$ cat config.mk
export PLATFORM = sky130hd
export DESIGN_NAME = iex_adder_arbiter_flat
export DESIGN_NICKNAME = d
export VERILOG_FILES = /design/src/rtl/iex_adder_arbiter_pkg.sv /design/src/rtl/iex_adder_arbiter_if.sv /design/src/rtl/iex_adder_arbiter_alu_adder.sv /design/src/rtl/iex_adder_arbiter.sv /design/src/flat_wrapper.sv
export SDC_FILE = /design/constraint.sdc
export NUM_CORES = 1
export LEC_CHECK = 0
export CORE_MARGIN = 2
export CORE_UTILIZATION = 40
export DETAILED_ROUTE_END_ITERATION = 12
export PLACE_DENSITY = 0.76
export SETUP_SLACK_MARGIN = 0.05
export SYNTH_ARGS = -nofsm -noshare
export SYNTH_HDL_FRONTEND = slang
export SYNTH_SLANG_ARGS = --single-unit
$ cat constraint.sdc
create_clock -name clk -period 7.8 [get_ports clk]
set_clock_uncertainty 0.15 [all_clocks]
set_input_delay 2.34 -clock clk [delete_from_list [all_inputs] [get_ports clk]]
set_output_delay 2.34 -clock clk [all_outputs]
set_load 0.01 [all_outputs]
$ cat src/rtl/iex_adder_arbiter_pkg.sv
// Shared widths, requester IDs and the response-register state type for the adder arbiter.
// ADDER_ARB_OVF_EN (optional) adds the signed-overflow flag on the response port.
`ifndef IEX_ADDER_ARB_DEFINES
`define IEX_ADDER_ARB_DEFINES
`define DATA_WIDTH 32
`define ARB_ID_ALU 1'b0
`define ARB_ID_AGU 1'b1
`endif

package iex_adder_arbiter_pkg;

  localparam int DATA_W_C = `DATA_WIDTH;

  typedef enum logic {
    ST_EMPTY = 1'b0,
    ST_FULL  = 1'b1
  } arb_state_e;

  // Overflow from sign bits only; sub compares against the un-inverted B.
  function automatic logic ovf_calc(input logic a_msb, input logic b_msb,
                                    input logic r_msb, input logic sub);
    logic same_sign;
    same_sign = sub ? (a_msb != b_msb) : (a_msb == b_msb);
    return same_sign & (r_msb != a_msb);
  endfunction

endpackage

$ cat src/rtl/iex_adder_arbiter_if.sv
// Requester and response handshake bundle for iex_adder_arbiter.
// rsp_ovf exists only when ADDER_ARB_OVF_EN is defined.
interface iex_adder_arbiter_if #(
  parameter int DATA_W = `DATA_WIDTH
);
  logic              req0_valid;
  logic              req0_ready;
  logic [DATA_W-1:0] req0_a;
  logic [DATA_W-1:0] req0_b;
  logic              req0_sub;
  logic              req1_valid;
  logic              req1_ready;
  logic [DATA_W-1:0] req1_a;
  logic [DATA_W-1:0] req1_b;
  logic              req1_sub;
  logic              rsp_valid;
  logic              rsp_ready;
  logic [DATA_W-1:0] rsp_data;
  logic              rsp_id;
`ifdef ADDER_ARB_OVF_EN
  logic              rsp_ovf;
`endif

  modport slave (
    input  req0_valid, req0_a, req0_b, req0_sub,
    input  req1_valid, req1_a, req1_b, req1_sub,
    input  rsp_ready,
    output req0_ready, req1_ready,
    output rsp_valid, rsp_data, rsp_id
`ifdef ADDER_ARB_OVF_EN
    , output rsp_ovf
`endif
  );

  modport master (
    output req0_valid, req0_a, req0_b, req0_sub,
    output req1_valid, req1_a, req1_b, req1_sub,
    output rsp_ready,
    input  req0_ready, req1_ready,
    input  rsp_valid, rsp_data, rsp_id
`ifdef ADDER_ARB_OVF_EN
    , input rsp_ovf
`endif
  );

endinterface

$ cat src/rtl/iex_adder_arbiter_alu_adder.sv
// Shared combinational adder: subtraction is A + ~B with carry-in 1, carry-out dropped.
module iex_adder_arbiter_alu_adder #(
  parameter int DATA_W = `DATA_WIDTH
) (
  input  logic [DATA_W-1:0] i_a,
  input  logic [DATA_W-1:0] i_b,
  input  logic              i_sub,
  output logic [DATA_W-1:0] o_sum
);

  logic [DATA_W-1:0] w_b_op;
  logic [DATA_W-1:0] w_cin;

  assign w_b_op = i_b ^ {DATA_W{i_sub}};
  assign w_cin  = {{(DATA_W-1){1'b0}}, i_sub};
  assign o_sum  = i_a + w_b_op + w_cin;

endmodule

$ cat src/rtl/iex_adder_arbiter.sv
// Round-robin share of one adder between ALU (req0) and AGU (req1), registered tagged response.
// Define ADDER_ARB_OVF_EN to register a signed-overflow flag alongside rsp_data.
//
// state    | meaning
// ST_EMPTY | response register holds no result (rsp_valid=0)
// ST_FULL  | response register holds a result awaiting rsp_ready
module iex_adder_arbiter
  import iex_adder_arbiter_pkg::*;
#(
  parameter int DATA_W = `DATA_WIDTH
) (
  input  logic              clk,
  input  logic              rst_n,
  iex_adder_arbiter_if.slave io_arb
);

  arb_state_e        r_state;
  arb_state_e        w_state_nxt;
  logic              r_last_grant;
  logic [DATA_W-1:0] r_data;
  logic              r_id;

  logic              w_can_accept;
  logic              w_grant0;
  logic              w_grant1;
  logic              w_accept;
  logic              w_sel_id;
  logic [DATA_W-1:0] w_op_a;
  logic [DATA_W-1:0] w_op_b;
  logic              w_op_sub;
  logic [DATA_W-1:0] w_sum;

  // On a tie the requester that did not win last time gets the adder.
  assign w_grant1 = io_arb.req1_valid &
                    (!io_arb.req0_valid || (r_last_grant == `ARB_ID_ALU));
  assign w_grant0 = io_arb.req0_valid & !w_grant1;

  assign w_can_accept = (r_state == ST_EMPTY) | io_arb.rsp_ready;
  assign w_accept     = w_can_accept & (w_grant0 | w_grant1);
  assign w_sel_id     = w_grant1 ? `ARB_ID_AGU : `ARB_ID_ALU;

  assign w_op_a   = w_grant1 ? io_arb.req1_a   : io_arb.req0_a;
  assign w_op_b   = w_grant1 ? io_arb.req1_b   : io_arb.req0_b;
  assign w_op_sub = w_grant1 ? io_arb.req1_sub : io_arb.req0_sub;

  iex_adder_arbiter_alu_adder #(
    .DATA_W (DATA_W)
  ) u_alu_adder (
    .i_a   (w_op_a),
    .i_b   (w_op_b),
    .i_sub (w_op_sub),
    .o_sum (w_sum)
  );

  always_comb begin
    w_state_nxt = r_state;
    case (r_state)
      ST_EMPTY: if (w_accept) w_state_nxt = ST_FULL;
      ST_FULL: begin
        if (w_accept)              w_state_nxt = ST_FULL;
        else if (io_arb.rsp_ready) w_state_nxt = ST_EMPTY;
      end
      default: w_state_nxt = ST_EMPTY;
    endcase
  end

  always_ff @(posedge clk or negedge rst_n) begin
    if (!rst_n) begin
      r_state      <= ST_EMPTY;
      r_last_grant <= `ARB_ID_AGU;
      r_data       <= '0;
      r_id         <= `ARB_ID_ALU;
    end else begin
      r_state <= w_state_nxt;
      if (w_accept) begin
        r_last_grant <= w_sel_id;
        r_data       <= w_sum;
        r_id         <= w_sel_id;
      end
    end
  end

`ifdef ADDER_ARB_OVF_EN
  logic r_ovf;

  always_ff @(posedge clk or negedge rst_n) begin
    if (!rst_n) begin
      r_ovf <= 1'b0;
    end else if (w_accept) begin
      r_ovf <= ovf_calc(w_op_a[DATA_W-1], w_op_b[DATA_W-1], w_sum[DATA_W-1], w_op_sub);
    end
  end

  assign io_arb.rsp_ovf = r_ovf;
`endif

  assign io_arb.req0_ready = w_can_accept & w_grant0;
  assign io_arb.req1_ready = w_can_accept & w_grant1;
  assign io_arb.rsp_valid  = (r_state == ST_FULL);
  assign io_arb.rsp_data   = r_data;
  assign io_arb.rsp_id     = r_id;

endmodule
$ cat src/flat_wrapper.sv
// flat-port wrapper written by rule: the top's interface ports become plain ports
module iex_adder_arbiter_flat import iex_adder_arbiter_pkg::*;
#(
  parameter int DATA_W = `DATA_WIDTH
)
  (clk, rst_n, io_arb_req0_valid, io_arb_req0_a, io_arb_req0_b, io_arb_req0_sub, io_arb_req1_valid, io_arb_req1_a, io_arb_req1_b, io_arb_req1_sub, io_arb_rsp_ready, io_arb_req0_ready, io_arb_req1_ready, io_arb_rsp_valid, io_arb_rsp_data, io_arb_rsp_id);
  iex_adder_arbiter_if #(.DATA_W(DATA_W)) io_arb_i ();
  input  logic clk;
  input  logic rst_n;
  input wire logic [$bits(io_arb_i.req0_valid)-1:0] io_arb_req0_valid;
  input wire logic [$bits(io_arb_i.req0_a)-1:0] io_arb_req0_a;
  input wire logic [$bits(io_arb_i.req0_b)-1:0] io_arb_req0_b;
  input wire logic [$bits(io_arb_i.req0_sub)-1:0] io_arb_req0_sub;
  input wire logic [$bits(io_arb_i.req1_valid)-1:0] io_arb_req1_valid;
  input wire logic [$bits(io_arb_i.req1_a)-1:0] io_arb_req1_a;
  input wire logic [$bits(io_arb_i.req1_b)-1:0] io_arb_req1_b;
  input wire logic [$bits(io_arb_i.req1_sub)-1:0] io_arb_req1_sub;
  input wire logic [$bits(io_arb_i.rsp_ready)-1:0] io_arb_rsp_ready;
  output wire logic [$bits(io_arb_i.req0_ready)-1:0] io_arb_req0_ready;
  output wire logic [$bits(io_arb_i.req1_ready)-1:0] io_arb_req1_ready;
  output wire logic [$bits(io_arb_i.rsp_valid)-1:0] io_arb_rsp_valid;
  output wire logic [$bits(io_arb_i.rsp_data)-1:0] io_arb_rsp_data;
  output wire logic [$bits(io_arb_i.rsp_id)-1:0] io_arb_rsp_id;
  assign io_arb_i.req0_valid = io_arb_req0_valid;
  assign io_arb_i.req0_a = io_arb_req0_a;
  assign io_arb_i.req0_b = io_arb_req0_b;
  assign io_arb_i.req0_sub = io_arb_req0_sub;
  assign io_arb_i.req1_valid = io_arb_req1_valid;
  assign io_arb_i.req1_a = io_arb_req1_a;
  assign io_arb_i.req1_b = io_arb_req1_b;
  assign io_arb_i.req1_sub = io_arb_req1_sub;
  assign io_arb_i.rsp_ready = io_arb_rsp_ready;
  assign io_arb_req0_ready = io_arb_i.req0_ready;
  assign io_arb_req1_ready = io_arb_i.req1_ready;
  assign io_arb_rsp_valid = io_arb_i.rsp_valid;
  assign io_arb_rsp_data = io_arb_i.rsp_data;
  assign io_arb_rsp_id = io_arb_i.rsp_id;
  iex_adder_arbiter #(.DATA_W(DATA_W)) u_core (.clk(clk), .rst_n(rst_n), .io_arb(io_arb_i));
endmodule
### Word-level counts from Yosys, hierarchy flattened

Index checks and enable logic that the tools add are counted.
Widths: inputs -> output; s select.

| cells by class | value |
|---|---|
| add/subtract/negate cells | 2 |
| muxes and demuxes | 8 |
| bitwise logic cells | 10 |
| reductions and logical operators | 3 |

Operators by type and width:

| kind | count |
|---|---|
| $mux 32 | 2 |
| $add 32x1->32 | 1 |
| $add 32x32->32 | 1 |
| $xor 32x32->32 | 1 |
| $and 1x1->1 | 5 |
| $mux 1 | 5 |
| $logic_not 1->1 | 2 |
| $not 1->1 | 2 |
| $or 1x1->1 | 2 |
| $pmux 1 s2 | 1 |
| $logic_or 1x1->1 | 1 |

| word-level totals | value |
|---|---|
| register bits | 35 |
| bits of input ports | 135 |
| output and inout port bits | 36 |
| logic and storage cells | 27 |

### Logic depth before layout (Yosys ltp)

| depth | value |
|---|---|
| word-level depth | 9 |
| depth in mapped cells | 15 |
| gate-level depth less buffers | 11 |

### Hierarchy

From an unflattened synthesis, not the netlist that was laid out.

| unflattened totals | value |
|---|---|
| cells, all modules | 441 |
| area, all modules | 4458.0 um2 |

Modules (own cells, without submodules):

| module | instances | cells an instance | area each (um2) | seq. area each (um2) |
|---|---|---|---|---|
| iex_adder_arbiter | 1 | 155 | 2354.8 | 877.1 |
| iex_adder_arbiter_alu_adder | 1 | 286 | 2103.3 | 0.0 |

### Least setup slack after synthesis

OpenSTA, ideal clock, no wires.

| timing | value |
|---|---|
| path type | input -> output |
| start point | in io_arb_req0_valid |
| end point | out io_arb_req1_ready |
| arrival time | 3.547 ns |
| required time | 5.310 ns |
| setup slack | 1.763 ns |
| stages | 5 |
| buffers on the path | 3 |
| path through | buf_4 a21boi_4 buf_2 buf_1 and2_1 |

| on the way | value |
|---|---|
| word-level cells in the longest chain between the ends | 4 |

RTL lines:

| element | line | source |
|---|---|---|
| start: declaration | flat_wrapper.sv:10 | `input wire logic [$bits(io_arb_i.req0_valid)-1:0] io_arb_req0_valid;` |
| $logic_not 1->1 | iex_adder_arbiter.sv:35 | `` (!io_arb.req0_valid \|\| (r_last_grant == `ARB_ID_ALU)); `` |
| $logic_or 1x1->1 | iex_adder_arbiter.sv:35 |  |
| $and 1x1->1 | iex_adder_arbiter.sv:34 | `assign w_grant1 = io_arb.req1_valid &` |
| $and 1x1->1 | iex_adder_arbiter.sv:98 | `assign io_arb.req1_ready = w_can_accept & w_grant1;` |
| end: declaration | flat_wrapper.sv:20 | `output wire logic [$bits(io_arb_i.req1_ready)-1:0] io_arb_req1_ready;` |

No other way between the ends.

### Worst setup path in the final report

| timing | value |
|---|---|
| start point | in io_arb_req1_valid |
| end point | reg u_core.r_data[16] (netlist: u_core.io_arb.rsp_data[16]) |

| on the way | value |
|---|---|
| word-level cells in the longest chain between the ends | 5 |
| elaborated cells between the ends (all ways) | 11 |
| those cells by class | 2 x add/sub; 3 x mux; 5 x bitwise; 1 x reduce/logical |

RTL lines:

| element | line | source |
|---|---|---|
| start: declaration | flat_wrapper.sv:14 | `input wire logic [$bits(io_arb_i.req1_valid)-1:0] io_arb_req1_valid;` |
| $and 1x1->1 * | iex_adder_arbiter.sv:34 |  |
| $mux 32 (tied with other cells) | iex_adder_arbiter.sv:43 | `assign w_op_b = w_grant1 ? io_arb.req1_b : io_arb.req0_b;` |
| $xor 32x32->32 / $and 1x1->1 (equally long branches) | iex_adder_arbiter_alu_adder.sv:14, iex_adder_arbiter.sv:36 |  |
| $add 32x32->32 / $or 1x1->1 (equally long branches) | iex_adder_arbiter_alu_adder.sv:16, iex_adder_arbiter.sv:39 |  |
| $add 32x1->32 / $and 1x1->1 (equally long branches) | iex_adder_arbiter_alu_adder.sv:16, iex_adder_arbiter.sv:39 |  |
| end signal: assignment | iex_adder_arbiter.sv:77 | `r_data <= w_sum;` |
| end: declaration | iex_adder_arbiter.sv:20 | `logic [DATA_W-1:0] r_data;` |

Mark *: on every way between the ends. The rest lies on a longest branch, timed or not.
A chain may end at the register's enable or synchronous reset.

==> results.toml <==
[run_status]
status = "finished clean"

[floorplan]
die_w_um = 105
num_rows = 36
dieArea_um2 = 11100
start_util_pct = 41.7
floorplan.core_area_um2 = 9860
dieHeight_um = 105
ios = 171

[sta]
slew_viol_final = 0
max_freq_mhz = 151
hold_slack_ns = 0.330
fin_crit_ns = 6.61
setup_tns_ns = 0
timing.final.ws_setup_ns = 1.19
setup_viol = 0
slew_headroom_pct = 43.8
finalHoldViolCount = 0
worst_pin_slew_ns = 0.842
rsz0062_at_grt = "false"
min_period_over_period_pct = 84.8

[synthesis]
netlist_area_um2 = 4110
synth-edff-count = 0
synth_top_area_share_pct = 20.7
yosys.area.top_type = "dfrtp_1"
syn_nets = 657
synthFlopType = "dfrtp_1"
avgSynthCellArea_um2 = 8.37
synth_cells = 491
ys_ff_latch = 35
ys_seq_area_share_pct = 21.3
synth.top_cells.by_count = "nand2_1, xor2_1, o21ai_0, mux2i_1, dfrtp_1"
synthTopCellsByArea = "dfrtp_1, xor2_1, ha_1"
ys_warn_count = 0
synth-async-reset-ratio_pct = 100
yosysMostFrequentCell = "nand2_1"
ys_types = 59

[clock_network]
cts_tree = "done"
clock_tree.htree_level_count = 2
cts_buffers = 5
clk_pin_slew_ns = 0.07
cts_resized = 0
cts.sinks = 35
hold_buffers = 0
worst_skew_pair.late_latency_ns = 0.28
postCtsSetupBuffers = 0
clock_path_buffers = 2
root_buffer = "clkbuf_8"

[worst_setup_path]
rrSetupSlack_ns = 3.52
worstPathArrival_ns = 6.61
path_max_fanout = 60
regToRegStartpoint = "u_core.r_last_grant"
cp.required_ns = 7.79
start_kind = "input pin"
timing.rr.end = "u_core.io_arb.rsp_data[16]"
reg2regPathDepth = 12
worstSetupPathType = "input pin to flop"
endpoint_kind = "flop"

[job]
maxCapViolCount = 0

[layout]
final_layout_size_suffix_gt1_share_pct = 8.24
fin_nets = 808
multiInputGateArea_um2 = 3110
fin_area_um2 = 6010
syn_to_final_growth_pct = 46.3
n_fill_cell = 856
register_area_um2 = 877
antenna_cells = 0

[min_path]
hp-class = "flop to flop"
holdPathStages = 2
hp-start = "u_core.io_arb.rsp_data[14]"
hold-path-endpoint = "u_core.io_arb.rsp_data[14]"

[detailed_routing]
drt_pass1_iterations = 5
dr.first_iter.drc_count = 191
wirelength_um = 12200
post_drt_via_cell_ratio = 5.43
wl_per_cell_um = 15.8
vias = 4217
remaining_drc_errors = 0
ant_nets = 0

[power]
peakVddDrop_v = 0.000152
power.switching_mw = 0.593
pwr-share-clk_pct = 10.3
combinationalPowerShare_pct = 67.0
sw_frac_of_total_pct = 42.4
seq_power_share_pct = 22.6
internal-power_mw = 0.805
leakage_nw = 2.54
power_density_nw_per_um2 = 233

[global_routing]
grt_overflow_total = 0
grt_antenna_before_repair = 0
grt_pass1_vias = 4132
grt_start_max_net_pins = 63
grt_pass1_wl_um = 20000
track_usage_pct = 21.9

[placed_design]
dp_slack_ns = 0.914
placed_area_um2 = 5910
portBuffers = 170
hpwlAfterDp_um = 10200
gp_congestion = 0.935
[how the worst max path moves through the flow]
stage | start | to | slack (ns) | cells after the start
2_1_floorplan | io_arb_req0_valid | io_arb_req1_ready | 1.76 | 5
4_1_cts | io_arb_req1_valid | u_core.io_arb.rsp_data[30] | 1.20 | 13
5_1_grt | io_arb_req1_valid | u_core.io_arb.rsp_data[30] | 0.89 | 13
6_report | io_arb_req1_valid | u_core.io_arb.rsp_data[16] | 1.19 | 13
3_3_place_gp | io_arb_req1_valid | u_core.io_arb.rsp_data[22] | 1.06 | 12
3_5_place_dp | io_arb_req1_valid | u_core.io_arb.rsp_data[30] | 0.91 | 12
[critical path, stage by stage]
cell             delay [ns]
clkdlybuf4s50_1        0.59
a21boi_4               0.37
buf_4                  0.69
mux2i_1                0.30
xor2_1                 0.13
fa_1                   0.46
a21o_1                 0.22
a221oi_2               0.38
a2bb2oi_2              0.40
nor2_1                 0.10
a21o_1                 0.20
xnor2_1                0.26
o21ai_0                0.12
[logic make-up after synthesis]
family | share of synthesized area [%]
AO/OA/AOI/OAI | 22.5
AND/OR/NAND/NOR | 13.1
multiplexers | 17.0
XOR/XNOR | 13.0
buffers and inverters | 3.47
flip-flops | 21.3
adder cells (fa/ha/maj) | 9.62
[routing by layer]
layer | global-route usage, % | part of all wire (%) | vias to the layer above
met2 | 35.9 | 46 | 165
met4 | 5.90 | 1.7 | 0
met5 | 0 | 0 | -
met3 | 2.16 | 5.5 | 18
met1 | 30.5 | 47 | 1952
li1 | - | - | 2082
[state kept, by name, indices dropped and copies added, names as in the netlist]
register                 flops
u_core.io_arb.rsp_data      32
u_core.io_arb.rsp_valid      1
u_core.io_arb.rsp_id         1
u_core.r_last_grant          1
[per-stage QoR]
step / cells / total power, mW / util [%]
2_1_floorplan: 491 / 0.862 / -
3_3_place_gp: 768 / 1.24 / 59.9
3_5_place_dp: 768 / 1.25 / 59.9
4_1_cts: 776 / 1.40 / 60.9
5_1_grt: 776 / 1.50 / 60.9
6_report: 776 / 1.40 / 60.9
[cell type report]
class | instances | area share, %
multi-input cells | 420 | 51.8
repair buffers | 174 | 28.8
flip-flops and latches | 35 | 14.6
well taps | 133 | 2.77
clock buffers | 8 | 1.67
inverters | 6 | 0.375
[power groups by stage]
stage          registers [mW]  logic, mW  clock network [mW]
2_1_floorplan           0.348      0.515                   0
3_3_place_gp            0.318      0.918                   0
3_5_place_dp            0.320      0.929                   0
4_1_cts                 0.317      0.933               0.146
5_1_grt                 0.326       1.02               0.153
6_report                0.317      0.937               0.145
[placed cells by master, fill, tap and decap left out, types with 14 or more instances in the layout]
cell,instances
dfrtp_1,34
clkdlybuf4s50_1,170
mux2_2,30
nand2_1,64
mux2i_1,35
a21oi_1,30
nor2_1,20
xor2_1,47
xnor2_1,14
o21ai_0,44
a21o_1,19
ha_1,30
Note: power is estimated with default switching activity, not from simulation.
